### src/rtl/bus_arb_pkg.sv
// Shared definitions for the 16-requester round-robin word-path arbiter.
//   N_REQ       : number of requesters sharing the 32-bit word path
//   SEL_W       : width of the mux select / granted index
//   arb_state_t : arbiter FSM state (IDLE waits for a request, GRANT serves one)
//   onehot16    : index -> one-hot requester vector
package bus_arb_pkg;

  localparam int unsigned N_REQ = 16;
  localparam int unsigned SEL_W = 4;

  typedef enum logic {
    ST_IDLE  = 1'b0,
    ST_GRANT = 1'b1
  } arb_state_t;

  function automatic logic [N_REQ-1:0] onehot16(input logic [SEL_W-1:0] idx);
    return N_REQ'(1) << idx;
  endfunction

endpackage

### src/rtl/rr_pick16.sv
// Rotating-priority picker: returns the first set request bit at index
// ptr, ptr+1, ... wrapping modulo 16.
//   req   [15:0] in  : request vector
//   ptr   [3:0]  in  : highest-priority index this round
//   found        out : at least one request is set
//   idx   [3:0]  out : chosen requester index
module rr_pick16
  import bus_arb_pkg::*;
(
  input  logic [N_REQ-1:0] req,
  input  logic [SEL_W-1:0] ptr,
  output logic             found,
  output logic [SEL_W-1:0] idx
);

  logic [2*N_REQ-1:0] w_dbl;
  logic [N_REQ-1:0]   w_rot;
  logic [SEL_W-1:0]   w_off;
  logic               w_hit;

  // Shifting the doubled vector right by ptr places req[ptr] at bit 0 with
  // the wrapped-around bits following, so the lowest set bit is the winner.
  assign w_dbl = {req, req} >> ptr;
  assign w_rot = w_dbl[N_REQ-1:0];

  always_comb begin
    w_off = '0;
    w_hit = 1'b0;
    for (int unsigned i = 0; i < N_REQ; i++) begin
      if (w_rot[i] && !w_hit) begin
        w_off = SEL_W'(i);
        w_hit = 1'b1;
      end
    end
  end

  assign found = |req;
  assign idx   = ptr + w_off;

endmodule

### src/rtl/bus_arb16_rr.sv
// Round-robin arbiter sharing one 32-bit word path among 16 requesters.
// sel drives the select of the external 16:1 word mux directly; each
// transferred word is handshaken with the downstream consumer.
//   clk, rst         in  : clock, synchronous active-high reset
//   req       [15:0] in  : requester i has a valid word on mux input i
//   out_ready        in  : consumer accepts the current word
//   sel       [3:0]  out : mux select (holds last granted index in IDLE)
//   gnt       [15:0] out : one-hot grant, zero when not granting
//   out_valid        out : mux output holds a valid word
//   ack       [15:0] out : per-beat pulse on the granted requester
//   busy             out : arbiter is in GRANT
module bus_arb16_rr
  import bus_arb_pkg::*;
#(
  parameter int unsigned MAX_BURST = 4
) (
  input  logic             clk,
  input  logic             rst,
  input  logic [N_REQ-1:0] req,
  input  logic             out_ready,
  output logic [SEL_W-1:0] sel,
  output logic [N_REQ-1:0] gnt,
  output logic             out_valid,
  output logic [N_REQ-1:0] ack,
  output logic             busy
);

  localparam logic [SEL_W-1:0] LAST_BEAT = SEL_W'(MAX_BURST - 1);

  arb_state_t       r_state;
  logic [SEL_W-1:0] r_gnt_idx;
  logic [SEL_W-1:0] r_ptr;
  logic [SEL_W-1:0] r_beat_cnt;

  logic             w_found;
  logic [SEL_W-1:0] w_pick_idx;
  logic             w_beat;
  logic             w_last;

  rr_pick16 u_pick (
    .req   (req),
    .ptr   (r_ptr),
    .found (w_found),
    .idx   (w_pick_idx)
  );

  assign busy      = (r_state == ST_GRANT);
  assign sel       = r_gnt_idx;
  assign gnt       = busy ? onehot16(r_gnt_idx) : '0;
  // Suppressed under reset so a word pending at reset is not consumed.
  assign out_valid = busy & req[r_gnt_idx] & ~rst;
  assign w_beat    = out_valid & out_ready;
  assign ack       = w_beat ? onehot16(r_gnt_idx) : '0;
  assign w_last    = (r_beat_cnt == LAST_BEAT);

  always_ff @(posedge clk) begin
    if (rst) begin
      r_state    <= ST_IDLE;
      r_gnt_idx  <= '0;
      r_ptr      <= '0;
      r_beat_cnt <= '0;
    end else begin
      case (r_state)
        ST_IDLE: begin
          if (w_found) begin
            r_gnt_idx  <= w_pick_idx;
            r_beat_cnt <= '0;
            r_state    <= ST_GRANT;
          end
        end
        ST_GRANT: begin
          // Tenure ends on withdrawal or on the final beat of the burst.
          if (!req[r_gnt_idx] || (w_beat && w_last)) begin
            r_state <= ST_IDLE;
            r_ptr   <= r_gnt_idx + SEL_W'(1);
          end else if (w_beat) begin
            r_beat_cnt <= r_beat_cnt + SEL_W'(1);
          end
        end
        default: r_state <= ST_IDLE;
      endcase
    end
  end

endmodule

### config.mk
export PLATFORM = sky130hd
export DESIGN_NAME = bus_arb16_rr
export DESIGN_NICKNAME = d
export VERILOG_FILES = /design/src/rtl/bus_arb_pkg.sv /design/src/rtl/rr_pick16.sv /design/src/rtl/bus_arb16_rr.sv
export SDC_FILE = /design/constraint.sdc
export NUM_CORES = 1
export LEC_CHECK = 0
export ABC_AREA = 1
export ABC_CLOCK_PERIOD_IN_PS = 8350
export CAP_MARGIN = 20
export CORE_UTILIZATION = 50
export CTS_CLUSTER_SIZE = 12
export DETAILED_ROUTE_END_ITERATION = 8
export PLACE_DENSITY = 0.8
export SLEW_MARGIN = 10
export SYNTH_ARGS = -nofsm -noshare
export SYNTH_HDL_FRONTEND = slang
export SYNTH_HIERARCHICAL = 1
export SYNTH_SLANG_ARGS = --single-unit
### constraint.sdc
create_clock -name clk -period 8.35 [get_ports clk]
set_clock_uncertainty 0.2 [all_clocks]
set_input_delay 1.67 -clock clk [delete_from_list [all_inputs] [get_ports clk]]
set_output_delay 1.67 -clock clk [all_outputs]
set_load 0.03 [all_outputs]
# Word level (Yosys, flattened, before mapping)
# Index checks and enable logic that the tools add are counted.
# op_classes
mux	41
reduce_logical	37
shifts	2
bitwise_logic	5
addsub	3
n_lt_le_gt_ge	1
n_eq_ne	4
# op_table
cell	n
4-bit 2-to-1 mux	11
16-bit 2-to-1 mux	2
32-bit by 4-bit >> shifter with 16-bit output	1
1-bit 2-to-1 mux	19
1-bit logical AND	16
1-bit logical NOT	16
16-bit OR reduction	1
1-bit by 4-bit left shift with 16-bit output (first input constant)	1
3-bit 2-to-1 mux	4
4-bit by 1-bit adder with 4-bit output (second input constant)	2
4-bit case mux with 2 select lines	1
4-bit by 5-bit less-than comparator with 1-bit output (second input constant)	1
4-bit adder	1
1-bit binary-select mux with 4-bit select	1
4-bit by 2-bit == test with 1-bit output (second input constant)	1
2-bit 2-to-1 mux	2
2-bit by 1-bit inequality test with 1-bit output (second input constant)	2
2-bit AND reduction	2
1-bit bitwise AND	3
3-bit AND reduction	1
2-bit inequality test (second input constant)	1
1-bit NOT	2
1-bit case mux with 2 select lines	1
1-bit logical OR	1
# totals
word_cells	97
input_bits	19
register_bits	13
out_inout_bits	38

# Logic depth before layout (Yosys ltp)
# Gate-level depths: netlist of the first run.
# depth
depth_word	48
depth_mapped	25
mapped_depth_nobuf	23

# Hierarchy
# The synthesis of the first run kept the hierarchy.
# modules_own_cells
module	area_per_inst_um2	seq_area_each_um2	cells_per_inst	instances
rr_pick16	1257.5	0.0	225	1
bus_arb16_rr	1187.4	260.2	199	1

# Worst setup path after synthesis of the first run
# OpenSTA, ideal clock, no wires.
# synth_path
kind	input-to-output
start	input req[6]
end	output ack[11]
n_path_buf	0
slack_ps	3616
cell_stages	8
t_required_ps	6480
t_arrival_ps	2864
path_cell_list	inv_1 > nand2_2 > nand3_1 > nand3_1 > nand3_2 > nand2_2 > nand3_4 > nor3_1
# synth_between
elab_chain_len	6
# synth_lines
item	line	rtl
start: declaration	bus_arb16_rr.sv:19	input logic [N_REQ-1:0] req,
1-bit binary-select mux with 4-bit select	bus_arb16_rr.sv:51	assign out_valid = busy & req[r_gnt_idx] & ~rst;
1-bit 2-to-1 mux (implied by the code)	bus_arb16_rr.sv:51	
1-bit bitwise AND (2 in a row)	bus_arb16_rr.sv:51	
1-bit bitwise AND	bus_arb16_rr.sv:52	assign w_beat = out_valid & out_ready;
16-bit 2-to-1 mux	bus_arb16_rr.sv:53	assign ack = w_beat ? onehot16(r_gnt_idx) : '0;
end: declaration	bus_arb16_rr.sv:24	output logic [N_REQ-1:0] ack,
# No other way between the ends. The select of a mux whose other input is x is not followed.

# Worst setup path in the final report of the first run
# layout_path
start	input req[7]
end	output ack[15]
# The elaborated chain is that of the path after synthesis.

==> impl_metrics.ini, run 1 <==
[timing]
worstMarginPinSlew_ns = 0.8129
finalSetupViolations = 0
slew_headroom_pct = 45.73
post-route-period-util_pct = 68.69
finalSetupTns_ns = 0
min_period_ns = 5.735
rsz0062_at_grt = false
drv_slew = 0
fmax_mhz = 174.4
hold_viol_final = 0
whs_ns = 0.3708

[cts]
cts_max_path_buffers = 2
cts_resized = 0
cts_tree = built
clk_pin_slew_ns = 0.05
clock-sinks = 13
h-tree-depth = 1
numCtsBuffers = 3
worstSkewPairLatency_ns = 0.24
cts_hold_buf = 0
cts_root_buf = clkbuf_8
cts_setup_buffers = 0

[cells_and_area]
layout-drive-gt1-share_pct = 11.04
seq_area_um2 = 260.3
multi_input_area_um2 = 1831
antenna_cells = 0
area_delta_synth_final_pct = 22.06
fillers = 439
layout.cells.non_filler = 529
fin_util_pct = 63.18
nets = 493

[power]
switching_share_pct = 62.05
power_density_nw_per_um2 = 355.6
power_uw = 1061
pwr-share-seq_pct = 16.0
ir_drop_mv = 0.2015
power.internal_uw = 402.7
p_leak_uw = 0.001347
p_sw_uw = 658.5
pwr-share-comb_pct = 78.6
power.share.clock_pct = 5.4

[die]
core_area_um2 = 4723
pin_count = 57
die_h_um = 71.93
dieWidth_um = 71.93
die-area_um2 = 5173
row_count = 25
start_util_pct = 51.76

[setup_path]
critPathCaptureType = output port
worst-endpoint-required_ns = 6.48
worst_r2r_startpoint = r_ptr[0]
crit_path_max_fanout = 17
start_kind = input port
cp.arrival_ns = 3.87
critPathKind = in2out
startpoint = req[7]

[synthesis]
ys_ff_latch = 13
yosysSeqAreaShare_pct = 10.64
ys_types = 40
synth_fp_nets = 454
syn_inst = 424
synthFlopType = dfxtp_1
async_flop_share_pct = 0
syn_area_um2 = 2445
ys_warn_count = 6
synth_edf_count = 0
syn_avg_cell_area_um2 = 5.766

[worst_hold_path]
worstHoldPathType = reg2reg
min-delay-start = r_beat_cnt[3]

[global_route]
grtUsageTotal_pct = 28.60
grt_remaining_overflow = 0
grt_pass1_wl_mm = 12.01
grt_max_degree = 25
grt_pass1_vias = 2601
antenna_found_initial = 0

[detailed_routing]
drt_iter0_markers = 217
drtPass1Iterations = 5
drc_errors = 0
viasPerCell = 5.594
vias = 2959
wl_per_cell_um = 13.52
routed_wl_mm = 7.151
drtAntennaViolNets = 0

[status]
status = finished clean

[run]
cap_violations = 0

[place]
dp.cells = 525
gp_congestion = 0.9304
io_buffers = 56
dp_hpwl_mm = 5.588
==> path summary, 6_finish.rpt <==
| path | end | slack, ns | cells after the start |
|---|---|---|---|
| setup / recovery | ack[15] | 2.61 | 10 |
| hold / removal | r_beat_cnt[3] | 0.37 | 4 |
| setup reg to reg | sel[3] | 4.15 | 21 |
| hold reg to reg | r_beat_cnt[3] | 0.37 | 4 |
==> through the flow <==
step	setup slack (ns)	cell area (um2)
2_1_floorplan	3.616	2445
3_3_place_gp	2.666	2939
3_5_place_dp	2.630	2939
4_1_cts	2.608	2984
5_1_grt	2.433	2984
6_report	2.615	2984
==> worst max-delay path, stage by stage <==
cell and delay, ns:
clkdlybuf4s50_1 0.59, inv_1 0.06, nand2_1 0.06, nand3_1 0.08, nand3_1 0.11, nand3_2 0.09
nand2_2 0.12, nand3_4 0.19, nor3_1 0.20, clkdlybuf4s50_1 0.70
==> logic make-up (layout without fill, tap and decap cells) <==
family,count (synthesis),after routing,share of synthesized area [%]
simple gates,287,287,59.21
buf+inv,75,113,14.48
compound gates,35,35,8.649
flops,13,13,10.64
fa+ha+maj,11,11,5.937
xor+xnor,3,3,1.075
==> power groups by stage <==
stage / Clock, uW / Sequential, uW / Combinational (uW)
floorplan: 0 / 126 / 708
global placement: 0 / 169 / 800
detailed placement: 0 / 168 / 816
CTS: 56.8 / 168 / 822
global route: 61.4 / 178 / 938
finish: 57.5 / 170 / 834
==> synthesized netlist by cell type, types with 4 or more instances <==
master,number,area [um2]
nand3_1,101,505.5
nand2_1,79,296.5
inv_1,46,172.7
nor2_1,44,165.2
nand2_2,17,106.4
nand3_2,14,140.1
dfxtp_1,13,260.3
ha_1,10,125.1
o21ai_0,10,50.05
nor3_1,9,45.04
nand4_1,8,50.05
a21oi_1,7,35.03
buf_2,6,30.03
buf_6,6,67.56
o21ai_1,6,30.03
inv_2,5,18.77
a31oi_1,4,25.02
buf_1,4,15.01
buf_4,4,30.03
nor4_1,4,25.02
==> per-layer routing <==
| layer | routed length, um | part of all wire (%) | track usage (%) |
|---|---|---|---|
| met1 | 3396 | 47 | 40.20 |
| met2 | 3418 | 48 | 47.90 |
| met3 | 306 | 4.3 | 3.056 |
| met4 | 29 | 0.41 | 5.011 |
| met5 | 0 | 0 | 0 |
==> state kept, by name, summed over array words and instances (netlist names) <==
name / flops
sel: 4
busy: 1
r_beat_cnt: 4
r_ptr: 4
==> cell type report <==
type                    instances  area share [%]
multi-input cells             336           61.34
repair buffers                 56           18.78
flip-flops and latches         13           8.721
inverters                      53           6.834
well taps                      67           2.809
clock buffers                   4           1.509
==> layout by cell type, fill, tap and decap left out, types with 7 or more instances in the layout <==
master / n
nand2_2: 17
nor3_1: 9
o21ai_0: 10
nand4_1: 8
a21oi_1: 7
dfxtp_1: 13
clkdlybuf4s50_1: 56
nand2_1: 79
nand3_1: 101
inv_1: 46
nor2_1: 44
nand3_2: 14
ha_1: 10
(Power assumes the default switching activity.)
==> inputs of run 2 (changes only) <==
--- a/config.mk
+++ b/config.mk
@@ -6,7 +6,7 @@
 export NUM_CORES = 1
 export LEC_CHECK = 0
 export ABC_AREA = 1
-export ABC_CLOCK_PERIOD_IN_PS = 8350
+export ABC_CLOCK_PERIOD_IN_PS = 5950
 export CAP_MARGIN = 20
 export CORE_UTILIZATION = 50
 export CTS_CLUSTER_SIZE = 12
==> constraint.sdc (replaced) <==
create_clock -name clk -period 5.95 [get_ports clk]
set_clock_uncertainty 0.2 [all_clocks]
set_input_delay 1.19 -clock clk [delete_from_list [all_inputs] [get_ports clk]]
set_output_delay 1.19 -clock clk [all_outputs]
set_load 0.03 [all_outputs]
==> run 2 against run 1 <==
First-iteration DRC count grew 32%; core utilization is the same; final area unchanged; largest cell class unchanged; largest power group unchanged; critical path type unchanged; register-to-register slack worse by 2.3 ns.
==> impl_metrics.ini, run 2 (synthesized netlist as in run 1, its figures left out) <==
[status]
status = finished clean

[die]
dieWidth_um = 71.93
die_h_um = 71.93
start_util_pct = 51.76
pin_count = 57
die-area_um2 = 5173
row_count = 25
core_area_um2 = 4723

[detailed_routing]
drc_errors = 0
routed_wl_mm = 7.040
drtAntennaViolNets = 0
viasPerCell = 5.526
drt_iter0_markers = 287
wl_per_cell_um = 13.31
vias = 2923
drtPass1Iterations = 5

[cts]
cts_hold_buf = 0
cts_setup_buffers = 0
cts_max_path_buffers = 2
cts_root_buf = clkbuf_8
clk_pin_slew_ns = 0.05
cts_tree = built
cts_resized = 0
h-tree-depth = 1
clock-sinks = 13
numCtsBuffers = 3
worstSkewPairLatency_ns = 0.24

[timing]
post-route-period-util_pct = 80.43
hold_viol_final = 0
finalSetupTns_ns = 0
fmax_mhz = 209.0
slew_headroom_pct = 43.66
worstMarginPinSlew_ns = 0.8440
finalSetupViolations = 0
min_period_ns = 4.786
rsz0062_at_grt = false
whs_ns = 0.3655
drv_slew = 0

[global_route]
grt_max_degree = 25
grt_remaining_overflow = 0
antenna_found_initial = 0
grt_pass1_vias = 2452
grtUsageTotal_pct = 28.06
grt_pass1_wl_mm = 11.76

[place]
dp_hpwl_mm = 5.652
io_buffers = 56
gp_congestion = 0.9238

[power]
power_density_nw_per_um2 = 497.0
ir_drop_mv = 0.3201
p_leak_uw = 0.001347

[setup_path]
critPathKind = in2out
crit_path_max_fanout = 17
critPathCaptureType = output port
start_kind = input port
cp.arrival_ns = 3.40
worst-endpoint-required_ns = 4.56

[cells_and_area]
nets = 493
layout-drive-gt1-share_pct = 11.04
antenna_cells = 0
final_cell_mix = nand3_1, nand2_1, clkdlybuf4s50_1
multi_input_area_um2 = 1831
fillers = 467
area_delta_synth_final_pct = 22.06
layout_commonest_cell = nand3_1
seq_area_um2 = 260.3

[run]
cap_violations = 0

[worst_hold_path]
worstHoldPathType = reg2reg
[run 2: cell counts in the layout (fill, tap and decap cells not counted)]
Identical to the previous run, type by type.
[run 2: path summary, 6_finish.rpt]
check / to / depth (start not counted) / slack, ns / start
min reg2reg: r_beat_cnt[3] / 4 / 0.37 / r_beat_cnt[3]
max reg2reg: sel[3] / 23 / 1.86 / r_ptr[0]
min: r_beat_cnt[3] / 4 / 0.37 / r_beat_cnt[3]
max: ack[15] / 10 / 1.16 / req[6]
[run 2: routing by layer]
metal  GRT usage (%)  up-vias  wire length (um)
li1                -     1498                 -
met1           42.10     1314              3299
met2           43.61      105              3183
met3           3.611        6               490
met4           4.357        0                68
met5               0        -                 0
[run 2: critical path, stage by stage]
cell             delay, ns
clkdlybuf4s50_1       0.60
inv_1                 0.08
nand2_2               0.06
nand3_1               0.06
nand3_1               0.11
nand3_2               0.09
nand2_2               0.12
nand3_4               0.19
nor3_1                0.19
clkdlybuf4s50_1       0.70
[run 2: layout make-up]
cell class	instances	share of cell area, %
clock buffer	4	1.509
sequential	13	8.721
tap	67	2.809
multi-input combinational	336	61.34
inverter	53	6.834
timing repair buffer	56	18.78
[run 2: stage by stage]
stage | utilization, % | instances | instance area, um2 | setup WS, ns | power (uW)
2_1_floorplan | - | 424 | 2445 | 2.119 | 1170
3_3_place_gp | 62.23 | 525 | 2939 | 1.168 | 1367
3_5_place_dp | 62.23 | 525 | 2939 | 1.154 | 1390
4_1_cts | 63.18 | 529 | 2984 | 1.166 | 1475
5_1_grt | 63.18 | 529 | 2984 | 0.9477 | 1654
6_report | 63.18 | 529 | 2984 | 1.164 | 1483
[run 2: where the power goes]
part	total, uW	leakage (uW)	internal [uW]	switching [uW]
Combinational	1160	0.00122	391	772
Sequential	241	0.000107	124	117
Clock	78.4	0.0000228	47.3	31.1
